$ cat src/rtl/hazard_stall_ctrl_if.sv
// Pipeline-side bundle for the hazard/stall sequencer: hazard inputs from ID/EX
// and the write-enable / flush / hold controls back to the pipeline registers.
interface hazard_stall_ctrl_if #(
  parameter int unsigned STALL_CNT_W = 16
);
  logic [4:0]             ID_Rs;
  logic [4:0]             ID_Rt;
  logic                   ID_UsesRs;
  logic                   ID_UsesRt;
  logic                   ID_Jump;
  logic [4:0]             EX_Rt;
  logic                   EX_MemRead;
  logic                   EX_BranchTaken;
  logic                   EX_MulDiv;
  logic                   PC_Write;
  logic                   IF_ID_Write;
  logic                   IF_Flush;
  logic                   ID_Flush;
  logic                   EX_Hold;
  logic                   EXMEM_Bubble;
  logic                   MulDiv_Start;
  logic                   MulDiv_Busy;
  logic [STALL_CNT_W-1:0] Stall_Count;

  modport master (
    output ID_Rs, ID_Rt, ID_UsesRs, ID_UsesRt, ID_Jump,
           EX_Rt, EX_MemRead, EX_BranchTaken, EX_MulDiv,
    input  PC_Write, IF_ID_Write, IF_Flush, ID_Flush, EX_Hold,
           EXMEM_Bubble, MulDiv_Start, MulDiv_Busy, Stall_Count
  );

  modport slave (
    input  ID_Rs, ID_Rt, ID_UsesRs, ID_UsesRt, ID_Jump,
           EX_Rt, EX_MemRead, EX_BranchTaken, EX_MulDiv,
    output PC_Write, IF_ID_Write, IF_Flush, ID_Flush, EX_Hold,
           EXMEM_Bubble, MulDiv_Start, MulDiv_Busy, Stall_Count
  );
endinterface

$ cat src/rtl/hazard_stall_ctrl.sv
// Hazard and stall sequencer for the 5-stage MIPS pipeline: load-use bubbles,
// wrong-path flushes, fixed-latency mult/div freeze and a saturating stall counter.
module hazard_stall_ctrl #(
  parameter int unsigned MULDIV_LAT  = 4,
  parameter int unsigned STALL_CNT_W = 16
) (
  input  logic                clk,
  input  logic                rst,
  hazard_stall_ctrl_if.slave  hz
);
  localparam logic [3:0] CNT_LOAD = 4'(MULDIV_LAT - 2);

  typedef enum logic {
    RUN  = 1'b0,
    BUSY = 1'b1
  } state_e;

  state_e                 state_q, state_d;
  logic [3:0]             cnt_q, cnt_d;
  logic [STALL_CNT_W-1:0] stall_cnt_q, stall_cnt_d;

  logic rs_hit, rt_hit, load_use;
  logic pc_write, if_id_write, if_flush, id_flush;
  logic ex_hold, exmem_bubble, muldiv_start, muldiv_busy;

  always_comb begin
    rs_hit   = hz.ID_UsesRs && (hz.ID_Rs == hz.EX_Rt);
    rt_hit   = hz.ID_UsesRt && (hz.ID_Rt == hz.EX_Rt);
    load_use = hz.EX_MemRead && (hz.EX_Rt != 5'd0) && (rs_hit || rt_hit);
  end

  always_comb begin
    pc_write     = 1'b1;
    if_id_write  = 1'b1;
    if_flush     = 1'b0;
    id_flush     = 1'b0;
    ex_hold      = 1'b0;
    exmem_bubble = 1'b0;
    muldiv_start = 1'b0;
    muldiv_busy  = (state_q == BUSY);
    state_d      = state_q;
    cnt_d        = cnt_q;

    if (!rst) begin
      muldiv_busy = 1'b0;
      state_d     = RUN;
      cnt_d       = '0;
    end else begin
      unique case (state_q)
        RUN: begin
          if (hz.EX_MulDiv) begin
            muldiv_start = 1'b1;
            pc_write     = 1'b0;
            if_id_write  = 1'b0;
            ex_hold      = 1'b1;
            exmem_bubble = 1'b1;
            state_d      = BUSY;
            cnt_d        = CNT_LOAD;
          end else if (hz.EX_BranchTaken) begin
            if_flush = 1'b1;
            id_flush = 1'b1;
          end else if (load_use) begin
            // A jump sitting in ID is held here rather than flushed; it
            // redirects on the following cycle once the bubble is in.
            pc_write    = 1'b0;
            if_id_write = 1'b0;
            id_flush    = 1'b1;
          end else if (hz.ID_Jump) begin
            if_flush = 1'b1;
          end
        end
        BUSY: begin
          if (cnt_q != 4'd0) begin
            pc_write     = 1'b0;
            if_id_write  = 1'b0;
            ex_hold      = 1'b1;
            exmem_bubble = 1'b1;
            cnt_d        = cnt_q - 4'd1;
          end else begin
            state_d = RUN;
          end
        end
        default: state_d = RUN;
      endcase
    end
  end

  always_comb begin
    stall_cnt_d = stall_cnt_q;
    if (!pc_write && (stall_cnt_q != '1)) begin
      stall_cnt_d = stall_cnt_q + 1'b1;
    end
  end

  always_ff @(posedge clk) begin
    if (!rst) begin
      state_q     <= RUN;
      cnt_q       <= '0;
      stall_cnt_q <= '0;
    end else begin
      state_q     <= state_d;
      cnt_q       <= cnt_d;
      stall_cnt_q <= stall_cnt_d;
    end
  end

  assign hz.PC_Write     = pc_write;
  assign hz.IF_ID_Write  = if_id_write;
  assign hz.IF_Flush     = if_flush;
  assign hz.ID_Flush     = id_flush;
  assign hz.EX_Hold      = ex_hold;
  assign hz.EXMEM_Bubble = exmem_bubble;
  assign hz.MulDiv_Start = muldiv_start;
  assign hz.MulDiv_Busy  = muldiv_busy;
  assign hz.Stall_Count  = stall_cnt_q;
endmodule

$ cat src/flat_wrapper.sv
// flat-port wrapper written by rule: the top's interface ports become plain ports
module hazard_stall_ctrl_flat 
#(
  parameter int unsigned MULDIV_LAT  = 4,
  parameter int unsigned STALL_CNT_W = 16
)
  (clk, rst, hz_ID_Rs, hz_ID_Rt, hz_ID_UsesRs, hz_ID_UsesRt, hz_ID_Jump, hz_EX_Rt, hz_EX_MemRead, hz_EX_BranchTaken, hz_EX_MulDiv, hz_PC_Write, hz_IF_ID_Write, hz_IF_Flush, hz_ID_Flush, hz_EX_Hold, hz_EXMEM_Bubble, hz_MulDiv_Start, hz_MulDiv_Busy, hz_Stall_Count);
  hazard_stall_ctrl_if #(.STALL_CNT_W(STALL_CNT_W)) hz_i ();
  input  logic clk;
  input  logic rst;
  input wire logic [$bits(hz_i.ID_Rs)-1:0] hz_ID_Rs;
  input wire logic [$bits(hz_i.ID_Rt)-1:0] hz_ID_Rt;
  input wire logic [$bits(hz_i.ID_UsesRs)-1:0] hz_ID_UsesRs;
  input wire logic [$bits(hz_i.ID_UsesRt)-1:0] hz_ID_UsesRt;
  input wire logic [$bits(hz_i.ID_Jump)-1:0] hz_ID_Jump;
  input wire logic [$bits(hz_i.EX_Rt)-1:0] hz_EX_Rt;
  input wire logic [$bits(hz_i.EX_MemRead)-1:0] hz_EX_MemRead;
  input wire logic [$bits(hz_i.EX_BranchTaken)-1:0] hz_EX_BranchTaken;
  input wire logic [$bits(hz_i.EX_MulDiv)-1:0] hz_EX_MulDiv;
  output wire logic [$bits(hz_i.PC_Write)-1:0] hz_PC_Write;
  output wire logic [$bits(hz_i.IF_ID_Write)-1:0] hz_IF_ID_Write;
  output wire logic [$bits(hz_i.IF_Flush)-1:0] hz_IF_Flush;
  output wire logic [$bits(hz_i.ID_Flush)-1:0] hz_ID_Flush;
  output wire logic [$bits(hz_i.EX_Hold)-1:0] hz_EX_Hold;
  output wire logic [$bits(hz_i.EXMEM_Bubble)-1:0] hz_EXMEM_Bubble;
  output wire logic [$bits(hz_i.MulDiv_Start)-1:0] hz_MulDiv_Start;
  output wire logic [$bits(hz_i.MulDiv_Busy)-1:0] hz_MulDiv_Busy;
  output wire logic [$bits(hz_i.Stall_Count)-1:0] hz_Stall_Count;
  assign hz_i.ID_Rs = hz_ID_Rs;
  assign hz_i.ID_Rt = hz_ID_Rt;
  assign hz_i.ID_UsesRs = hz_ID_UsesRs;
  assign hz_i.ID_UsesRt = hz_ID_UsesRt;
  assign hz_i.ID_Jump = hz_ID_Jump;
  assign hz_i.EX_Rt = hz_EX_Rt;
  assign hz_i.EX_MemRead = hz_EX_MemRead;
  assign hz_i.EX_BranchTaken = hz_EX_BranchTaken;
  assign hz_i.EX_MulDiv = hz_EX_MulDiv;
  assign hz_PC_Write = hz_i.PC_Write;
  assign hz_IF_ID_Write = hz_i.IF_ID_Write;
  assign hz_IF_Flush = hz_i.IF_Flush;
  assign hz_ID_Flush = hz_i.ID_Flush;
  assign hz_EX_Hold = hz_i.EX_Hold;
  assign hz_EXMEM_Bubble = hz_i.EXMEM_Bubble;
  assign hz_MulDiv_Start = hz_i.MulDiv_Start;
  assign hz_MulDiv_Busy = hz_i.MulDiv_Busy;
  assign hz_Stall_Count = hz_i.Stall_Count;
  hazard_stall_ctrl #(.MULDIV_LAT(MULDIV_LAT), .STALL_CNT_W(STALL_CNT_W)) u_core (.clk(clk), .rst(rst), .hz(hz_i));
endmodule
$ cat config.mk
export PLATFORM = sky130hd
export DESIGN_NAME = hazard_stall_ctrl_flat
export DESIGN_NICKNAME = d
export VERILOG_FILES = /design/src/rtl/hazard_stall_ctrl_if.sv /design/src/rtl/hazard_stall_ctrl.sv /design/src/flat_wrapper.sv
export SDC_FILE = /design/constraint.sdc
export NUM_CORES = 1
export LEC_CHECK = 0
export ABC_AREA = 1
export BUFFER_PORTS_ARGS = -buffer_cell sky130_fd_sc_hd__buf_2
export CAP_MARGIN = 10
export CORE_MARGIN = 10
export CORE_UTILIZATION = 35
export DETAILED_ROUTE_END_ITERATION = 8
export PLACE_DENSITY_LB_ADDON = 0.1
export SLEW_MARGIN = 20
export SYNTH_ARGS = -nofsm -noshare
export SYNTH_HDL_FRONTEND = slang
export SYNTH_SLANG_ARGS = --single-unit
$ cat constraint.sdc
create_clock -name clk -period 4.3 [get_ports clk]
set_input_delay 1.075 -clock clk [delete_from_list [all_inputs] [get_ports clk]]
set_output_delay 1.075 -clock clk [all_outputs]
set_load 0.02 [all_outputs]
==> metrics <==
outcome complete, no violations; initial antenna violation count 0; Routed WL per cell 11.7 um; vias post-DR 1516; type of origin of the critical path primary input; first-pass GRT wire length around 6.5 mm; Bufs and invs on worst path 3; Slew Viols, Final 0; Max rail drop VDD 0.000157 V; Core Util, Final 44.0%; CP cell instances buf_2 > inv_2 > nand2_1 > nand2_1 > nor2_1 > nand3_1 > nand2_1 > nand3_1 > nand2_2 > nand2_1 > buf_2; Fmax 297 MHz; Worst-path clk slew 0.08 ns; DRC 0; CTS root buf clkbuf_8; critical path type in2out; worst path required time 3.22 ns; FFs w/ async S/R, synth 0%; Initial DRC Count 82; crit end category output port; Die Span Y roughly 85 um; total setup buffers inserted after CTS 0; Ant. Diodes 0; Synth Register Bits 21; Pleak 0.901 nW; Cells after Synth 229; Distinct cells, synth 29; number of cells on the critical path 11; Mapped Avg Cell Area 6.41 um^2; Mapped Area 0.00147 mm^2; Worst slew margin 51.2%; CTS Buf Count 3; PD cells between 200 and 300 mW/mm^2; Routed Antenna Nets 0; share of the synthesized area in the top cell type 28.6%; post-CTS sizing 0; CP Data Arrival Time 2.29 ns; R2R depth 8; CP most frequent cell nand2_1; setup ws final 0.932 ns; max-cap violations 0; area leader, netlist dfxtp_1; CP max-delay cell nand2_2; Remaining Overflow, GRT 0; reg-to-reg startpoint u_core.cnt_q[0]; yosys warns 0; final setup fails 0; Tmin final about 3.4 ns; Die Wd approximately 85 um; RSZ-0062 raised after global routing false; largest net degree at the start of global routing 20; Clock Path Buffers 2; Fin Setup TNS 0 ns; routability congestion estimate 0.792; fin cells 322; Min Hold Slack about 0.48 ns; Critical path origin hz_EX_Rt[3]; Starting Density 36.5%; count leader, synth nand2_1; Post-synth EDFFs 0; delay of the slowest cell on the worst path 0.29 ns; DIE AREA between 0.007 and 0.008 mm^2; CTS tree built; Final #Nets 299; drt pass-1 iters 4; core box area slightly above 0.004 mm^2; worst r2r dst u_core.hz.Stall_Count[0]; Syn Nets 255; crit share post-route 78.3%; R2R setup slack 2.29 ns; Synth-to-Final Area Change 20.6%; # rows 23; Post-synth top flop dfxtp_1; Worst Skew ~0.0027 ns; Port Buffers 46; H-tree levels 1; TritonCTS Sinks 21; most frequent cells after synthesis nand2_1, inv_1, nor2_1; largest cells by area after synthesis dfxtp_1, nand2_1, nand4_1, inv_1, a21oi_1; fillers 454; sequential share of the synthesized area between 20% and 30%; dpl ws about 0.9 ns; Worst setup endpoint hz_IF_ID_Write; hold_buf cts 0; CP top delay family simple AND/OR/NAND/NOR gates; Cells after DPL 318; via density per instance 4.71; worst hold path class reg2reg; layout cells sized above 1 24.3%; DP Wirelength 2.97 mm; Worst Max-Slew Pin Slew 0.731 ns; Total Routing Usage GR 10.4%; I/O Pins 47; worst-skew pair later-pin latency 0.26 ns; vias in the first global route 1420; Post-Route WL 3.78 mm; crit-path max FO 17; Hold Violations, Final 0
[kinds of logic after synthesis]
| kind of cell | share of synthesized area (%) |
|---|---|
| AND/OR/NAND/NOR | 40.0 |
| buffers and inverters | 11.8 |
| AO/OA/AOI/OAI | 9.20 |
| flip-flops | 28.6 |
| XOR/XNOR | 7.75 |
| adder cells (fa/ha/maj) | 2.56 |
[flip-flops by register name, indices dropped and copies added (netlist names)]
name                   flops
u_core.state_q             1
u_core.hz.Stall_Count     16
u_core.cnt_q               4
[how the worst min path moves through the flow]
stage | endpoint | from | cells past startpoint | slack (ns)
CTS | u_core.cnt_q[0] | u_core.cnt_q[0] | 1 | 0.48
global placement | u_core.cnt_q[0] | u_core.cnt_q[0] | 1 | 0.47
global route | u_core.cnt_q[0] | u_core.cnt_q[0] | 1 | 0.51
floorplan | u_core.cnt_q[0] | u_core.cnt_q[0] | 1 | 0.44
detailed placement | u_core.cnt_q[0] | u_core.cnt_q[0] | 1 | 0.47
finish | u_core.cnt_q[0] | u_core.cnt_q[0] | 1 | 0.48
[stage by stage]
stage               cell area, um^2  power (mW)
CTS                            1770       0.453
global placement               1720       0.315
detailed placement             1720       0.315
finish                         1770       0.443
global route                   1770       0.472
floorplan                      1470       0.285
[routing by layer]
layer	vias to the layer above	GRT usage, %	wire length, um
li1	824	-	-
met1	656	12.7	1850
met2	34	16.9	1640
met3	2	4.06	269
met4	0	2.25	15
met5	-	0	0
[placed cells by master (no fill, tap or decap)]
cell,instances
a211oi_1,1
a21oi_1,18
a31oi_1,1
buf_2,46
buf_4,1
clkbuf_8,3
clkinvlp_4,1
dfxtp_1,21
ha_1,3
inv_1,27
inv_2,7
nand2_1,61
nand2_2,3
nand3_1,11
nand3_4,1
nand4_1,19
nand4_4,1
nor2_1,22
nor2_2,2
nor2_4,1
nor3_1,3
nor4_1,1
o2111ai_1,1
o21a_1,1
o21ai_0,2
o21ai_1,1
xnor2_1,8
xor2_1,5
[area by class of cell]
| type | count | area, um^2 | share of cell area, % |
|---|---|---|---|
| clock buffers | 3 | 41.3 | 2.33 |
| clock inverters | 1 | 7.51 | 0.424 |
| inverters | 34 | 128 | 7.20 |
| multi-input cells | 166 | 875 | 49.4 |
| flip-flops and latches | 21 | 420 | 23.7 |
| well taps | 50 | 62.6 | 3.53 |
| repair buffers | 47 | 238 | 13.4 |
[worst reg2reg max path: stages, from the launching register on]
cell and delay (ns):
dfxtp_1 0.36, inv_1 0.08, ha_1 0.19, nand4_1 0.11, inv_1 0.07, nor2_2 0.56
nand3_4 0.33, nor2_1 0.16, nor2_1 0.06
[power breakdown]
| part | total (mW) | leakage (nW) | switching [mW] | internal [mW] |
|---|---|---|---|---|
| Clock | 0.134 | 0.0217 | 0.0688 | 0.0655 |
| Combinational | 0.101 | 0.709 | 0.0670 | 0.0344 |
| Sequential | 0.208 | 0.171 | 0.00582 | 0.202 |
(Power assumes the default switching activity.)
